**config.mk**
```make
export PLATFORM = sky130hd
export DESIGN_NAME = x_rr_sel_4
export DESIGN_NICKNAME = d
export VERILOG_FILES = /design/src/rtl/x_rr_sel_4_pkg.sv /design/src/rtl/x_rr_pick_4.sv /design/src/rtl/x_rr_sel_4.sv
export SDC_FILE = /design/constraint.sdc
export NUM_CORES = 1
export LEC_CHECK = 0
export CAP_MARGIN = 25
export CORE_MARGIN = 2
export CORE_UTILIZATION = 47
export CTS_CLUSTER_DIAMETER = 150
export CTS_CLUSTER_SIZE = 14
export DETAILED_ROUTE_END_ITERATION = 16
export MAX_ROUTING_LAYER = met4
export PLACE_DENSITY_LB_ADDON = 0.1
export SETUP_SLACK_MARGIN = 0.05
export SLEW_MARGIN = 0
export SYNTH_ARGS = -nofsm -noshare
export SYNTH_HDL_FRONTEND = slang
export SYNTH_HIERARCHICAL = 1
export SYNTH_SLANG_ARGS = --single-unit
```
**constraint.sdc**
```tcl
create_clock -name i_clk -period 2.4 [get_ports i_clk]
set_clock_uncertainty 0.05 [all_clocks]
set_input_delay 0.6 -clock i_clk [delete_from_list [all_inputs] [get_ports i_clk]]
set_output_delay 0.6 -clock i_clk [all_outputs]
set_load 0.03 [all_outputs]
```
**src/rtl/x_rr_sel_4_pkg.sv**
```systemverilog
// Shared types and constants for the 4-channel round-robin select generator.
package x_rr_sel_4_pkg;

    typedef enum logic {
        IDLE  = 1'b0,
        GRANT = 1'b1
    } state_e;

    typedef logic [1:0] ch_idx_t;

    localparam ch_idx_t CH_A = 2'd0;
    localparam ch_idx_t CH_B = 2'd1;
    localparam ch_idx_t CH_C = 2'd2;
    localparam ch_idx_t CH_D = 2'd3;

    // Channel after ch in the a->b->c->d->a rotation.
    function automatic ch_idx_t next_ch(input ch_idx_t ch);
        return ch + 2'd1;
    endfunction

endpackage

```
**src/rtl/x_rr_pick_4.sv**
```systemverilog
// Combinational rotating priority encoder: first requester at or after ptr wins.
module x_rr_pick_4
    import x_rr_sel_4_pkg::*;
(
    input  logic [3:0] req,
    input  ch_idx_t    ptr,
    output ch_idx_t    win,
    output logic       hit
);

    // rot[k] is the request of the channel k positions after ptr.
    logic [3:0] rot;
    ch_idx_t    offs;

    generate
        for (genvar gi = 0; gi < 4; gi++) begin : g_rot
            assign rot[gi] = req[ptr + 2'(gi)];
        end
    endgenerate

    always_comb begin
        offs = 2'd0;
        if (rot[0])      offs = 2'd0;
        else if (rot[1]) offs = 2'd1;
        else if (rot[2]) offs = 2'd2;
        else if (rot[3]) offs = 2'd3;
    end

    assign hit = |req;
    assign win = ptr + offs;

endmodule

```
**src/rtl/x_rr_sel_4.sv**
```systemverilog
// Round-robin select generator driving the index pins of a 4-to-1 mux;
// holds the winning index until ack or timeout, then rotates priority.
module x_rr_sel_4
    import x_rr_sel_4_pkg::*;
#(
    parameter int unsigned TIMEOUT = 15
) (
    input  logic i_clk,
    input  logic i_rst,
    input  logic i_req_a,
    input  logic i_req_b,
    input  logic i_req_c,
    input  logic i_req_d,
    input  logic i_ack,
    output logic o_idx_1,
    output logic o_idx_0,
    output logic o_vld,
    output logic o_timeout
);

    localparam int unsigned TW = (TIMEOUT == 0) ? 1 : $clog2(TIMEOUT + 1);
    localparam logic [TW-1:0] TCNT_LAST = TW'((TIMEOUT == 0) ? 0 : TIMEOUT - 1);

    state_e        state_q, state_d;
    ch_idx_t       ptr_q, ptr_d;
    ch_idx_t       idx_q, idx_d;
    logic [TW-1:0] tcnt_q, tcnt_d;
    logic          timeout_q, timeout_d;

    logic [3:0] req_vec;
    ch_idx_t    pick_win;
    logic       pick_hit;

    assign req_vec = {i_req_d, i_req_c, i_req_b, i_req_a};

    x_rr_pick_4 u_pick (
        .req (req_vec),
        .ptr (ptr_q),
        .win (pick_win),
        .hit (pick_hit)
    );

    always_comb begin
        state_d   = state_q;
        ptr_d     = ptr_q;
        idx_d     = idx_q;
        tcnt_d    = tcnt_q;
        timeout_d = 1'b0;
        case (state_q)
            IDLE: begin
                if (pick_hit) begin
                    idx_d   = pick_win;
                    tcnt_d  = '0;
                    state_d = GRANT;
                end
            end
            GRANT: begin
                // Ack takes precedence over an expiring timeout.
                if (i_ack) begin
                    ptr_d   = next_ch(idx_q);
                    state_d = IDLE;
                end else if ((TIMEOUT != 0) && (tcnt_q == TCNT_LAST)) begin
                    timeout_d = 1'b1;
                    ptr_d     = next_ch(idx_q);
                    state_d   = IDLE;
                end else if (tcnt_q != '1) begin
                    tcnt_d = tcnt_q + TW'(1);
                end
            end
            default: state_d = IDLE;
        endcase
    end

    always_ff @(posedge i_clk) begin
        if (i_rst) begin
            state_q   <= IDLE;
            ptr_q     <= CH_A;
            idx_q     <= CH_A;
            tcnt_q    <= '0;
            timeout_q <= 1'b0;
        end else begin
            state_q   <= state_d;
            ptr_q     <= ptr_d;
            idx_q     <= idx_d;
            tcnt_q    <= tcnt_d;
            timeout_q <= timeout_d;
        end
    end

    assign o_vld     = (state_q == GRANT);
    assign o_idx_1   = idx_q[1];
    assign o_idx_0   = idx_q[0];
    assign o_timeout = timeout_q;

endmodule
```
==> metrics.txt <==
# TYPE chip_impl_metric gauge
chip_impl_info{name="timing.hold.worst.start",value="idx_q[1]"} 1
chip_impl_metric{name="seq_pwr_share",unit=""} 0.418
chip_impl_metric{name="remaining_design_rule_violation_count",unit=""} 0
chip_impl_metric{name="slew_violations",unit=""} 0
chip_impl_metric{name="power.combinational.fraction",unit=""} 0.237
chip_impl_metric{name="place_congestion",unit=""} 0.690
chip_impl_metric{name="clk-insertion-delay-late",unit="ps"} 260
chip_impl_metric{name="cts.repair.resized",unit=""} 0
chip_impl_info{name="outcome",value="finished clean"} 1
chip_impl_metric{name="clock-sinks",unit=""} 10
chip_impl_metric{name="arrival",unit="ps"} 2240
chip_impl_metric{name="design.die.area",unit="um2"} 1710
chip_impl_metric{name="synthDominantCellAreaShare",unit=""} 0.305
chip_impl_metric{name="cts_max_path_buffers",unit=""} 2
chip_impl_info{name="dominantRegCellSynth",value="sky130_fd_sc_hd__dfxtp_1"} 1
chip_impl_metric{name="antenna_cells",unit=""} 0
chip_impl_metric{name="p_total",unit="mW"} 0.442
chip_impl_metric{name="cts-buffers-inserted",unit=""} 3
chip_impl_metric{name="area_delta_synth_final",unit="%"} 26.7
chip_impl_metric{name="grt_pass1_wl",unit="um"} 2230
chip_impl_info{name="cp-start-kind",value="input port"} 1
chip_impl_metric{name="synth.yosys.warnings",unit=""} 6
chip_impl_metric{name="hold_vio_cnt_final",unit=""} 0
chip_impl_info{name="timing_worst_setup_path_type",value="input port to flop"} 1
chip_impl_info{name="reg2reg_launch_point",value="ptr_q[1]"} 1
chip_impl_metric{name="rows",unit=""} 13
chip_impl_metric{name="vias",unit=""} 612
chip_impl_metric{name="worstMarginPinSlew",unit="ps"} 388
chip_impl_metric{name="mappedNetlistNets",unit=""} 90
chip_impl_metric{name="timing.max_slew.rel_slack",unit=""} 0.740
chip_impl_info{name="critical_path.endpoint_type",value="flop"} 1
chip_impl_metric{name="multi_input_comb_area",unit="um2"} 422
chip_impl_metric{name="final_antenna_net_count",unit=""} 0
chip_impl_metric{name="route.detailed.wl_per_inst",unit="um"} 12.6
chip_impl_metric{name="core",unit="um2"} 1300
chip_impl_metric{name="viasPerCell",unit=""} 5.51
chip_impl_metric{name="syn_inst",unit=""} 80
chip_impl_metric{name="grt.overflow.total",unit=""} 0
chip_impl_info{name="root_cell_of_the_clock_tree",value="sky130_fd_sc_hd__clkbuf_4"} 1
chip_impl_metric{name="groute.usage.overall",unit=""} 0.205
chip_impl_metric{name="placement.setup.worst_slack",unit="ps"} -29.9
chip_impl_metric{name="share_clk_of_total_power",unit=""} 0.345
chip_impl_metric{name="io_pins",unit=""} 11
chip_impl_metric{name="fp.dieW",unit="um"} 41.4
chip_impl_metric{name="final.setup.worst_slack",unit="ps"} 256
chip_impl_metric{name="port_buffers",unit=""} 10
chip_impl_metric{name="worst-path-max-fanout",unit=""} 5
chip_impl_metric{name="power.leakage",unit="nW"} 0.311
chip_impl_metric{name="grt_antenna_before_repair",unit=""} 0
chip_impl_metric{name="synth_cell_type_count",unit=""} 35
chip_impl_metric{name="design.final.nets",unit=""} 107
chip_impl_metric{name="async_reset_ff_frac",unit=""} 0
chip_impl_metric{name="largest_net_degree_at_the_start_of_global_routing",unit=""} 11
chip_impl_metric{name="synth.ff_latch_count",unit=""} 10
chip_impl_metric{name="area.sequential",unit="um2"} 200
chip_impl_metric{name="avgSynthCellArea",unit="um2"} 8.21
chip_impl_metric{name="max-cap-violations",unit=""} 0
chip_impl_metric{name="fillers",unit=""} 121
chip_impl_metric{name="drt_iter0_drc",unit=""} 14
chip_impl_metric{name="timing.final.crit_period",unit="ps"} 2140
chip_impl_metric{name="count_of_flip_flops_with_a_built_in_enable_after_synthesis",unit=""} 0
chip_impl_metric{name="post_cts_hold_buffer_count",unit=""} 0
chip_impl_metric{name="post_cts_setup_repair_buffer_count",unit=""} 0
chip_impl_info{name="critPathLaunch",value="i_req_c"} 1
chip_impl_info{name="cts_tree",value="done"} 1
chip_impl_metric{name="grt_pass1_vias",unit=""} 523
chip_impl_info{name="synth_top_area_cell",value="sky130_fd_sc_hd__dfxtp_1"} 1
chip_impl_metric{name="cts.clk_slew.worst_paths",unit="ps"} 70
chip_impl_metric{name="setup_viol",unit=""} 0
chip_impl_metric{name="start_util",unit=""} 0.505
chip_impl_metric{name="internal_power_consumption",unit="mW"} 0.320
chip_impl_metric{name="switching_share",unit=""} 0.276
chip_impl_info{name="holdCritPathClass",value="flop to flop"} 1
chip_impl_info{name="yosysMostFrequentCell",value="sky130_fd_sc_hd__dfxtp_1"} 1
chip_impl_metric{name="areal_power_density_over_the_cells",unit="nW/um2"} 531
chip_impl_info{name="area_contributors_post_synth",value="sky130_fd_sc_hd__dfxtp_1 30%, sky130_fd_sc_hd__ha_1 5.7%, sky130_fd_sc_hd__a21oi_1 5.3%"} 1
chip_impl_metric{name="cts.htree.levels",unit=""} 1
chip_impl_metric{name="vdd_ir_drop_max",unit="uV"} 331
chip_impl_info{name="synth_commonest_cells",value="10 x sky130_fd_sc_hd__dfxtp_1, 7 x sky130_fd_sc_hd__a21oi_1, 7 x sky130_fd_sc_hd__nand2_1"} 1
chip_impl_info{name="grt_setup_unrepaired",value="no"} 1
chip_impl_metric{name="clock.fmax",unit="MHz"} 466
chip_impl_metric{name="syn_area",unit="um2"} 657
chip_impl_metric{name="drt-pass1-iter-count",unit=""} 4
chip_impl_metric{name="power.switching",unit="mW"} 0.122
chip_impl_metric{name="floorplan.die.height",unit="um"} 41.4
chip_impl_metric{name="cp.required",unit="ps"} 2500
chip_impl_metric{name="seq_area_frac_synth",unit=""} 0.305
chip_impl_metric{name="drt_wl_total",unit="um"} 1400
chip_impl_metric{name="detail_placement_hpwl",unit="um"} 1080
chip_impl_metric{name="period_share",unit=""} 0.893
chip_impl_metric{name="drive_gt1_frac",unit=""} 0.135
[routing by layer]
metal	wire length, um	track usage
met3	60	0.0638
met2	650	0.316
met1	676	0.262
met4	12	0.0484
met5	0	-
[power groups by stage]
stage               clock (mW)  sequential [mW]  combinational, mW
global route             0.162            0.187              0.115
floorplan                    0            0.196             0.0579
CTS                      0.157            0.185              0.106
global placement             0            0.188              0.103
detailed placement           0            0.189              0.106
finish                   0.152            0.185              0.105
[kinds of logic (layout without fill, tap and decap cells)]
kind of cell             after synthesis  count (layout)  share of synthesized area
AO/OA/AOI/OAI                         24              24                      0.244
XOR/XNOR                               3               3                     0.0400
adder cells (fa/ha/maj)                3               3                     0.0571
buffers and inverters                  6              22                     0.0533
flip-flops                            10              10                      0.305
multiplexers                           3               3                     0.0533
AND/OR/NAND/NOR                       31              31                      0.248
[placed cells by master (no fill, tap or decap)]
cell type / synthesis / routed
sky130_fd_sc_hd__a31oi_1: 2 / 2
sky130_fd_sc_hd__a41oi_1: 1 / 1
sky130_fd_sc_hd__nand2b_1: 2 / 2
sky130_fd_sc_hd__a2bb2oi_1: 1 / 1
sky130_fd_sc_hd__o211a_1: 1 / 1
sky130_fd_sc_hd__buf_4: 0 / 6
sky130_fd_sc_hd__ha_1: 3 / 3
sky130_fd_sc_hd__mux2_4: 1 / 1
sky130_fd_sc_hd__dfxtp_1: 10 / 10
sky130_fd_sc_hd__or2_0: 1 / 1
sky130_fd_sc_hd__or2b_2: 1 / 1
sky130_fd_sc_hd__a311oi_1: 1 / 1
sky130_fd_sc_hd__or3_1: 3 / 3
sky130_fd_sc_hd__or4_1: 2 / 2
sky130_fd_sc_hd__o22ai_1: 1 / 1
sky130_fd_sc_hd__or2_1: 1 / 1
sky130_fd_sc_hd__nor2b_1: 2 / 2
sky130_fd_sc_hd__inv_1: 1 / 1
sky130_fd_sc_hd__xnor2_1: 3 / 3
sky130_fd_sc_hd__mux2i_1: 2 / 2
sky130_fd_sc_hd__a21oi_1: 7 / 7
sky130_fd_sc_hd__o21ai_0: 3 / 3
sky130_fd_sc_hd__nand3_1: 3 / 3
sky130_fd_sc_hd__inv_4: 1 / 1
sky130_fd_sc_hd__nor2_1: 5 / 5
sky130_fd_sc_hd__clkbuf_4: 0 / 3
sky130_fd_sc_hd__clkbuf_8: 0 / 1
sky130_fd_sc_hd__clkdlybuf4s50_1: 0 / 10
sky130_fd_sc_hd__o21a_1: 1 / 1
sky130_fd_sc_hd__nor3_1: 2 / 2
sky130_fd_sc_hd__o211ai_1: 4 / 4
sky130_fd_sc_hd__and2_1: 1 / 1
sky130_fd_sc_hd__a32oi_1: 1 / 1
sky130_fd_sc_hd__o2bb2ai_1: 1 / 1
sky130_fd_sc_hd__nand4_1: 1 / 1
sky130_fd_sc_hd__nand2_1: 7 / 7
[critical path, stage by stage]
cell                              delay, ps
sky130_fd_sc_hd__clkdlybuf4s50_1        470
sky130_fd_sc_hd__nor2_1                 160
sky130_fd_sc_hd__a2bb2oi_1              170
sky130_fd_sc_hd__o211ai_1               100
sky130_fd_sc_hd__o21a_1                 130
sky130_fd_sc_hd__ha_1                   180
sky130_fd_sc_hd__xnor2_1                130
sky130_fd_sc_hd__xnor2_1                140
sky130_fd_sc_hd__mux2i_1                130
sky130_fd_sc_hd__nor2_1                  50
[cell type report]
cell class / count / area share
Timing Repair Buffer: 16 / 0.174
Multi-Input combinational cell: 64 / 0.507
Sequential cell: 10 / 0.241
Inverter: 2 / 0.0120
Tap cell: 15 / 0.0226
Clock buffer: 4 / 0.0436
[flip-flops by register name, summed over array words and instances, names as in the netlist]
signal     count
idx_q          2
o_timeout      1
o_vld          1
ptr_q          2
tcnt_q         4
[through the flow]
stage | hold WS, ps | TNS, ps | util | cells | cell area (um2)
after floorplan | 396 | 0 | - | 80 | 657
after global placement | 479 | -4.25 | 0.612 | 107 | 796
after detailed placement | 492 | -29.9 | 0.612 | 107 | 796
after CTS | 501 | 0 | 0.639 | 111 | 832
after global routing | 525 | 0 | 0.639 | 111 | 832
final | 500 | 0 | 0.639 | 111 | 832
[path summary, 6_finish.rpt]
kind,slack [ps],cells after the start,endpoint
hold / removal,500,2,idx_q[1]
setup / recovery,260,10,idx_q[1]
hold reg to reg,500,2,idx_q[1]
setup reg to reg,670,9,idx_q[1]
No activity file was read; power rests on OpenSTA's default activity.
